[src/rtl/dmem_lsu_ctrl.sv]
// -----------------------------------------------------------------------------
// dmem_lsu_ctrl
//
// Load/store sequencer between the execute stage and a word-only data RAM
// (combinational read, write on posedge while mem_we is high). Handles the
// RV32I loads and stores LB/LH/LW/LBU/LHU/SB/SH/SW. One request is in flight
// at a time, and the core stalls while req_ready is low.
//
// The RAM has no byte enables. Sub-word stores therefore read the target word
// first, replace the addressed lane, and then write the whole word back.
// Loads are lane-extracted and sign/zero-extended inside the controller.
//
// Build option:
//   DMEM_MISALIGN_ERR_EN
//     Defined   : a misaligned half/word request is answered with
//                 resp_err=1 and resp_rdata=0, and the RAM is not touched.
//     Undefined : a misaligned half/word address is aligned down and the
//                 request runs normally with resp_err=0.
//   size=2'b11 is rejected as an error in both builds.
//
// Ports:
//   clk, rst       clock; synchronous active-high reset
//   req_valid      core presents a request
//   req_ready      controller can accept (high only in IDLE)
//   req_write      1 = store, 0 = load
//   req_size       00 byte, 01 half, 10 word, 11 illegal
//   req_unsigned   zero-extend a sub-word load
//   req_addr       byte address
//   req_wdata      store data (low bits used by sub-word stores)
//   resp_valid     one-cycle pulse when a request finishes
//   resp_rdata     extended load data; 0 for stores and errors
//   resp_err       misaligned or illegal size (qualified by resp_valid)
//   mem_addr       word-aligned RAM address (bits [1:0] always 0)
//   mem_wdata      full word written to the RAM
//   mem_we         RAM write enable (forced low while rst is high)
//   mem_re         RAM read strobe (informational)
//   mem_rdata      RAM combinational read data
//
// Latency from the accept edge to the resp_valid cycle:
//   error 1, load and SW 2, SB and SH 3.
// -----------------------------------------------------------------------------
module dmem_lsu_ctrl #(
  parameter int ADDR_W = 32,
  parameter int DATA_W = 32   // fixed at 32
) (
  input  logic              clk,
  input  logic              rst,
  input  logic              req_valid,
  output logic              req_ready,
  input  logic              req_write,
  input  logic [1:0]        req_size,
  input  logic              req_unsigned,
  input  logic [ADDR_W-1:0] req_addr,
  input  logic [DATA_W-1:0] req_wdata,
  output logic              resp_valid,
  output logic [DATA_W-1:0] resp_rdata,
  output logic              resp_err,
  output logic [ADDR_W-1:0] mem_addr,
  output logic [DATA_W-1:0] mem_wdata,
  output logic              mem_we,
  output logic              mem_re,
  input  logic [DATA_W-1:0] mem_rdata
);

  localparam logic [1:0] SIZE_BYTE = 2'b00;
  localparam logic [1:0] SIZE_HALF = 2'b01;
  localparam logic [1:0] SIZE_WORD = 2'b10;
  localparam logic [1:0] SIZE_ILL  = 2'b11;

  typedef enum logic [1:0] {
    IDLE     = 2'd0,
    ACCESS   = 2'd1,
    MERGE_WR = 2'd2,
    RESP     = 2'd3
  } state_t;

  state_t              state_reg;

  // Request fields latched at the accept edge.
  logic                write_reg;
  logic [1:0]          size_reg;
  logic                unsigned_reg;
  logic [1:0]          addr_lo_reg;     // byte offset inside the word (after alignment)
  logic [DATA_W-1:0]   wdata_reg;

  // Registered outputs.
  logic [ADDR_W-1:0]   mem_addr_reg;
  logic [DATA_W-1:0]   mem_wdata_reg;   // also serves as the merge register
  logic                mem_we_reg;
  logic                mem_re_reg;
  logic                resp_valid_reg;
  logic                resp_err_reg;
  logic [DATA_W-1:0]   resp_rdata_reg;

  // ---------------------------------------------------------------------------
  // Request classification (evaluated on the incoming request in IDLE)
  // ---------------------------------------------------------------------------
  logic              req_err;
  logic [ADDR_W-1:0] req_addr_eff;

`ifdef DMEM_MISALIGN_ERR_EN
  logic req_misaligned;
  assign req_misaligned = ((req_size == SIZE_HALF) && req_addr[0]) ||
                          ((req_size == SIZE_WORD) && (req_addr[1:0] != 2'b00));
  assign req_err        = (req_size == SIZE_ILL) || req_misaligned;
`else
  assign req_err        = (req_size == SIZE_ILL);
`endif

  // Align down to the access size. In the error-reporting build a misaligned
  // request never reaches the RAM, so this masking only matters when it is off.
  always_comb begin
    req_addr_eff = req_addr;
    if (req_size == SIZE_HALF) begin
      req_addr_eff[0] = 1'b0;
    end else if (req_size == SIZE_WORD) begin
      req_addr_eff[1:0] = 2'b00;
    end
  end

  // ---------------------------------------------------------------------------
  // Load extraction (little-endian lanes) from the word being read in ACCESS
  // ---------------------------------------------------------------------------
  logic [7:0]        ld_byte;
  logic [15:0]       ld_half;
  logic [DATA_W-1:0] ld_ext;

  always_comb begin
    ld_byte = mem_rdata[8*addr_lo_reg +: 8];
    ld_half = addr_lo_reg[1] ? mem_rdata[31:16] : mem_rdata[15:0];
    case (size_reg)
      SIZE_BYTE: ld_ext = {{24{ld_byte[7] & ~unsigned_reg}}, ld_byte};
      SIZE_HALF: ld_ext = {{16{ld_half[15] & ~unsigned_reg}}, ld_half};
      default:   ld_ext = mem_rdata;   // word loads ignore req_unsigned
    endcase
  end

  // ---------------------------------------------------------------------------
  // Store merge: per byte lane, take either the old RAM byte or the new data.
  // A byte store always sources wdata[7:0]; a half store sources the matching
  // byte of wdata[15:0] for the low/high byte of the selected half.
  // ---------------------------------------------------------------------------
  logic [3:0]        lane_sel;
  logic [DATA_W-1:0] merged_word;

  for (genvar gi = 0; gi < 4; gi++) begin : g_lane
    localparam logic [1:0] LANE = 2'(gi);
    logic [7:0] new_byte;

    assign lane_sel[gi] = (size_reg == SIZE_BYTE) ? (addr_lo_reg == LANE)
                                                  : (addr_lo_reg[1] == LANE[1]);
    assign new_byte = (size_reg == SIZE_BYTE) ? wdata_reg[7:0]
                                              : wdata_reg[8*(gi%2) +: 8];
    assign merged_word[8*gi +: 8] = lane_sel[gi] ? new_byte : mem_rdata[8*gi +: 8];
  end

  // ---------------------------------------------------------------------------
  // Sequencer
  // ---------------------------------------------------------------------------
  always_ff @(posedge clk) begin
    if (rst) begin
      state_reg      <= IDLE;
      write_reg      <= 1'b0;
      size_reg       <= 2'b00;
      unsigned_reg   <= 1'b0;
      addr_lo_reg    <= 2'b00;
      wdata_reg      <= '0;
      mem_addr_reg   <= '0;
      mem_wdata_reg  <= '0;
      mem_we_reg     <= 1'b0;
      mem_re_reg     <= 1'b0;
      resp_valid_reg <= 1'b0;
      resp_err_reg   <= 1'b0;
      resp_rdata_reg <= '0;
    end else begin
      case (state_reg)
        IDLE: begin
          if (req_valid) begin
            write_reg    <= req_write;
            size_reg     <= req_size;
            unsigned_reg <= req_unsigned;
            addr_lo_reg  <= req_addr_eff[1:0];
            wdata_reg    <= req_wdata;
            if (req_err) begin
              // Rejected requests skip the RAM entirely.
              resp_valid_reg <= 1'b1;
              resp_err_reg   <= 1'b1;
              resp_rdata_reg <= '0;
              state_reg      <= RESP;
            end else begin
              mem_addr_reg  <= {req_addr_eff[ADDR_W-1:2], 2'b00};
              mem_wdata_reg <= req_wdata;
              // A word store writes directly; everything else reads first.
              mem_we_reg    <= req_write && (req_size == SIZE_WORD);
              mem_re_reg    <= !(req_write && (req_size == SIZE_WORD));
              state_reg     <= ACCESS;
            end
          end
        end

        ACCESS: begin
          mem_we_reg <= 1'b0;
          mem_re_reg <= 1'b0;
          if (!write_reg) begin
            resp_rdata_reg <= ld_ext;
            resp_err_reg   <= 1'b0;
            resp_valid_reg <= 1'b1;
            state_reg      <= RESP;
          end else if (size_reg == SIZE_WORD) begin
            resp_rdata_reg <= '0;
            resp_err_reg   <= 1'b0;
            resp_valid_reg <= 1'b1;
            state_reg      <= RESP;
          end else begin
            // Read half of the read-modify-write: capture the merged word.
            mem_wdata_reg <= merged_word;
            mem_we_reg    <= 1'b1;
            state_reg     <= MERGE_WR;
          end
        end

        MERGE_WR: begin
          mem_we_reg     <= 1'b0;
          resp_rdata_reg <= '0;
          resp_err_reg   <= 1'b0;
          resp_valid_reg <= 1'b1;
          state_reg      <= RESP;
        end

        RESP: begin
          resp_valid_reg <= 1'b0;
          state_reg      <= IDLE;
        end

        default: begin
          mem_we_reg     <= 1'b0;
          mem_re_reg     <= 1'b0;
          resp_valid_reg <= 1'b0;
          state_reg      <= IDLE;
        end
      endcase
    end
  end

  assign req_ready  = (state_reg == IDLE);
  assign resp_valid = resp_valid_reg;
  assign resp_err   = resp_err_reg;
  assign resp_rdata = resp_rdata_reg;
  assign mem_addr   = mem_addr_reg;
  assign mem_wdata  = mem_wdata_reg;
  // A reset arriving mid-write must not let the pending write land.
  assign mem_we     = mem_we_reg & ~rst;
  assign mem_re     = mem_re_reg;

endmodule

[config.mk]
export PLATFORM = sky130hd
export DESIGN_NAME = dmem_lsu_ctrl
export DESIGN_NICKNAME = d
export VERILOG_FILES = /design/src/rtl/dmem_lsu_ctrl.sv
export SDC_FILE = /design/constraint.sdc
export NUM_CORES = 1
export LEC_CHECK = 0
export ABC_AREA = 0
export CAP_MARGIN = 10
export CORE_ASPECT_RATIO = 1.25
export CORE_MARGIN = 8
export CORE_UTILIZATION = 45
export CTS_CLUSTER_SIZE = 30
export DETAILED_ROUTE_END_ITERATION = 16
export PLACE_DENSITY_LB_ADDON = 0.1
export SETUP_SLACK_MARGIN = 0.3
export SYNTH_ARGS = -nofsm -noshare
export SYNTH_HDL_FRONTEND = slang
export SYNTH_SLANG_ARGS = --single-unit
export TNS_END_PERCENT = 1
[constraint.sdc]
create_clock -name clk -period 2.35 [get_ports clk]
set_input_delay 0.47 -clock clk [delete_from_list [all_inputs] [get_ports clk]]
set_output_delay 0.47 -clock clk [all_outputs]
set_load 0.05 [all_outputs]
Word-level counts from Yosys, hierarchy flattened. Cells that the tools add are included. W data, S select, Z words.

Bits of input ports: 103. Register bits after elaboration: 122.

Equality and inequality tests: 17. Reductions and logical operators: 14. Shift operators: 1. Multiplexer cells: 45. Bitwise logic cells: 7.

Operators with widths (count): $mux W32 (8); $pmux W32 S2 (2); $pmux W32 S3 (1); $mux W8 (5); $shiftx A32 B6 Y8 (1); $mux W1 (20); $mux W16 (1); $eq A2 B2 Y1 const B (7); $reduce_and A3 Y1 (4); $eq A2 B1 Y1 const B (4); $ne A2 B2 Y1 const B (4); $pmux W2 S4 (1); $logic_not A2 Y1 (3); $mux W2 (3); $pmux W1 S3 (2); $reduce_and A5 Y1 (1); $not A1 Y1 (4); $pmux W1 S4 (1); $reduce_and A4 Y1 (1); $and A1 B1 Y1 (3); $ne A3 B3 Y1 const B (1); $reduce_bool A3 Y1 (1); $ne A2 B1 Y1 const B (1); $pmux W1 S2 (1); 4 further kinds (4).

Depth between registers and ports, before layout. Gate-level depths: netlist of the first run.

Depth in word-level cells: 6. Gate-level depth with buffers: 9. Mapped depth without buffers: 6.

Worst setup path after synthesis of the first run. Ideal clock, no wire load.

Path kind: flip-flop to flip-flop. From: register state_reg[0]. To: register mem_wdata_reg[28], in the netlist mem_wdata[28]. Arrival: 2.151 ns. Stages on the path, launching flop included: 10. Period minus slack after synthesis: 2.285 ns. Library setup time: 0.133 ns. Path slack: 0.065 ns. Required time: 2.217 ns. Cells stage by stage: dfxtp_1 -> inv_1 -> ha_1 -> buf_4 -> and2_1 -> clkbuf_1 -> a21boi_4 -> nor2_1 -> buf_2 -> a311oi_1.

Longest elaborated chain between the ends: 3. Elaborated cells on any way between the ends: 9. Classes of those cells: 5 x eq/ne; 1 x mux; 3 x reduce/logical.

RTL lines: from (decl) (RTL line 77) `state_t state_reg;`; from (signal assigned) (RTL line 162) `state_reg <= IDLE;`; from (signal assigned) (RTL line 189) `state_reg <= RESP;`; from (signal assigned) (RTL line 196) `state_reg <= ACCESS;`; $logic_not A2 Y1 *; named net req_ready (RTL line 49) `output logic req_ready,`; $ne A2 B2 Y1 (no line) or $reduce_bool A2 Y1 (tied branches); $reduce_and A5 Y1 (no line); to (signal assigned) (RTL line 192) `mem_wdata_reg <= req_wdata;`; to (signal assigned) (RTL line 216) `mem_wdata_reg <= merged_word;`; to (decl) (RTL line 88) `logic [DATA_W-1:0] mem_wdata_reg;`.

The timed path passes the listed nets; every way through them passes the cells marked *. A chain may end at the register's enable or synchronous reset.

Final worst setup path of the first run.
From: register resp_rdata_reg[26], in the netlist resp_rdata[26]. To: output resp_rdata[26].

RTL lines: from (decl) (RTL line 93) `logic [DATA_W-1:0] resp_rdata_reg;`; from (signal assigned) (RTL line 205) `resp_rdata_reg <= ld_ext;`; to (decl) (RTL line 56) `output logic [DATA_W-1:0] resp_rdata,`.

No word-level cell between the ends.

==> results of run 1 <==
[logic make-up (layout without fill, tap and decap cells)]
kind of cell               Yosys count  in the layout  share of synthesized area (%)
AOI/OAI and AO/OA                  251            251                          31.55
and+or+nand+nor                    225            225                          17.62
DFF                                122            122                          41.64
buffers and inverters               85            282                          6.207
muxes                               10             10                          1.856
adders and majority gates            5              5                          1.067
other                                1              2                        0.06393
[cell type report]
cell class	count	area share, %
multi-input cells	493	35.48
flip-flops and latches	122	27.96
repair buffers	231	26.20
clock buffers	22	5.426
well taps	168	2.405
clock inverters	8	1.632
inverters	21	0.9019
[cells in the mapped netlist (all sizes together), types with 17 or more instances]
cell,number,area share (%)
dfxtp,122,42
nand2,121,7.9
a21oi,76,6.5
clkbuf,40,2.6
nor2,39,2.5
o21ai,31,2.8
a311oi,30,4.5
nor2b,27,2.9
buf,24,2.3
nand2b,24,2.6
o2bb2ai,22,4.4
inv,21,1.3
o221ai,18,2.7
a221oi,17,2.6
[worst paths after layout]
path	startpoint	end	slack (ns)	depth (start not counted)
hold / removal	rst	unsigned_reg$_SDFFE_PP0P_	0.38	2
setup reg to reg	state_reg[0]$_SDFFE_PP0N_	mem_wdata[31]$_SDFFE_PP0P_	0.34	6
hold reg to reg	mem_addr[17]$_SDFFE_PP0P_	mem_addr[17]$_SDFFE_PP0P_	0.45	2
setup / recovery	resp_rdata[26]$_SDFFE_PP0P_	resp_rdata[26]	0.27	1
[routing by layer]
| layer | vias to the layer above | global-route usage, % | share of wire, % |
|---|---|---|---|
| met3 | 53 | 8.206 | 8.2 |
| met4 | 0 | 12.77 | 3.7 |
| met1 | 2869 | 25.89 | 38 |
| li1 | 2903 | - | - |
| met5 | - | 0 | 0 |
| met2 | 289 | 42.97 | 50 |
[metrics by stage]
stage,power (mW),area (um^2),std cells,worst slack [ns]
2_1_floorplan,6.791,5882,700,0.3274
3_3_place_gp,8.548,8092,1035,0.01067
3_5_place_dp,8.673,8092,1035,-0.1379
4_1_cts,11.47,8717,1065,0.2453
5_1_grt,11.99,8740,1065,0.2257
6_report,11.47,8740,1065,0.2685
[cells in the final DEF (no fill, tap or decap), types with 3 or more instances in the layout]
| cell | n |
|---|---|
| a211oi_1 | 4 |
| a21oi_1 | 76 |
| a221oi_1 | 16 |
| a22o_1 | 8 |
| a22oi_1 | 4 |
| a311oi_1 | 30 |
| a31oi_1 | 14 |
| a41oi_1 | 8 |
| and2_1 | 3 |
| and3b_1 | 3 |
| buf_12 | 4 |
| buf_4 | 26 |
| bufinv_16 | 4 |
| clkbuf_16 | 17 |
| clkbuf_8 | 4 |
| clkdlybuf4s50_1 | 197 |
| clkinv_2 | 3 |
| dfxtp_1 | 121 |
| ha_1 | 3 |
| inv_1 | 21 |
| mux2_2 | 7 |
| mux2i_1 | 3 |
| nand2_1 | 118 |
| nand2_2 | 3 |
| nand2b_1 | 24 |
| nor2_1 | 34 |
| nor2_2 | 4 |
| nor2b_1 | 27 |
| o21a_1 | 6 |
| o21ai_0 | 20 |
| o21ai_1 | 9 |
| o221ai_1 | 18 |
| o2bb2ai_1 | 12 |
| o2bb2ai_2 | 10 |
[power by group]
part / internal (mW) / total (mW) / switching [mW]
Sequential: 2.60 / 2.98 / 0.375
Clock: 1.84 / 2.76 / 0.925
Combinational: 2.05 / 5.73 / 3.68
Total: 6.49 / 11.5 / 4.98
[what timing repair did]
action                     in CTS  in global routing
hold buffers                    0                  0
pin swaps                       0                  0
gates resized for setup         3                  7
setup endpoints to repair     103                171
==> results.cfg, run 1 <==
[setup_path]
crit_buf_inv = 1
path_cells = clkdlybuf4s50_1
criticalPathCategory = register to primary output
worst_ep_arrival_time_ns = 1.61
crit_required_ns = 1.88
slowest_delay_ns = 0.83
crit_slowest_cell = clkdlybuf4s50_1
endpoint_kind = primary output
startpoint_type = register
critical-path-top-delay-family = buffers and inverters
critPathMaxFanout = 2

[placement]
dpl.hpwl_um = 15990
port_buffers = 201
place_congestion = 0.8687

[timing]
post-route-period-util_pct = 88.58
drv_slew = 0
setup-violations-final = 0
fmax_mhz = 480.4
maxSlewHeadroom_pct = 55.61
worstMarginPinSlew_ns = 0.6651
hold_viol_final = 0
fin_skew_ns = 0.008307
rsz0062_at_grt = yes
holdWs_ns = 0.3790
fin_crit_ns = 2.082
setup_tns_ns = 0

[power_and_ir_drop]
ir_drop_v = 0.0007188
leakage_nw = 3.125
powerDensity_nw_per_um2 = 1313

[clock_network]
post_cts_buffers = 0
root_buffer = clkbuf_16
numCtsBuffers = 17
cts_tree = done
clkLatencyLatePin_ns = 0.42
cts_sinks = 122
clk_pin_slew_ns = 0.05
h-tree-depth = 4
cts_buffer_depth = 2

[global_routing]
grt_use_total_pct = 24.56
grt_max_degree = 79
antenna_found_initial = 0
grt_pass1_wl_um = 32920
grt_overflow = 0
grt_pass1_vias = 6158

[drt]
drtIter0Drc = 411
vias = 6114
wl_um = 21270
post-route-drc-count = 0
viasPerCell = 5.741
avgRoutedWirePerCell_um = 19.97
antenna_left = 0
dr.pass1.iters = 5

[floorplan]
rows = 46
core-area_um2 = 12720
fp.dieW_um = 118.1
die_y_um = 143.6
die-area_um2 = 16970
io_pins = 204
initial_core_util_pct = 46.11

[yosys]
ys_seq_area_share_pct = 41.64
ys_types = 51
syn_area_per_cell_um2 = 8.391
postSynthCellCount = 699
mappedNetlistArea_um2 = 5866
synth_edf_count = 0
yosys_warnings = 0
ys_ff_latch = 122
synthFlopType = dfxtp_1
synthArstFlopShare_pct = 0

[finish]
syn2layout_area_growth_pct = 49.00
drive_above_1_share_pct = 11.26
regArea_um2 = 2444
multiInputGateArea_um2 = 3100
diodes = 0
final_nets = 994
fillers = 1005
final_util_pct = 68.71

[run_status]
status = finished clean

[flow_run]
max_cap_viol_count = 0

[min_path]
hp-class = input port to register
Power figures use the tool's default switching activity.
==> run 2: changes to the inputs <==
--- a/config.mk
+++ b/config.mk
@@ -10,7 +10,6 @@
 export CORE_ASPECT_RATIO = 1.25
 export CORE_MARGIN = 8
 export CORE_UTILIZATION = 45
-export CTS_CLUSTER_SIZE = 30
 export DETAILED_ROUTE_END_ITERATION = 16
 export PLACE_DENSITY_LB_ADDON = 0.1
 export SETUP_SLACK_MARGIN = 0.3
==> results of run 2 <==
Final layout, timing and power as in run 1 (identical DEF).
==> run 3: changes to the inputs <==
--- a/config.mk
+++ b/config.mk
@@ -6,7 +6,6 @@
 export NUM_CORES = 1
 export LEC_CHECK = 0
 export ABC_AREA = 0
-export CAP_MARGIN = 10
 export CORE_ASPECT_RATIO = 1.25
 export CORE_MARGIN = 8
 export CORE_UTILIZATION = 45
==> results of run 3 <==
Final layout, timing and power as in run 1 (identical DEF).
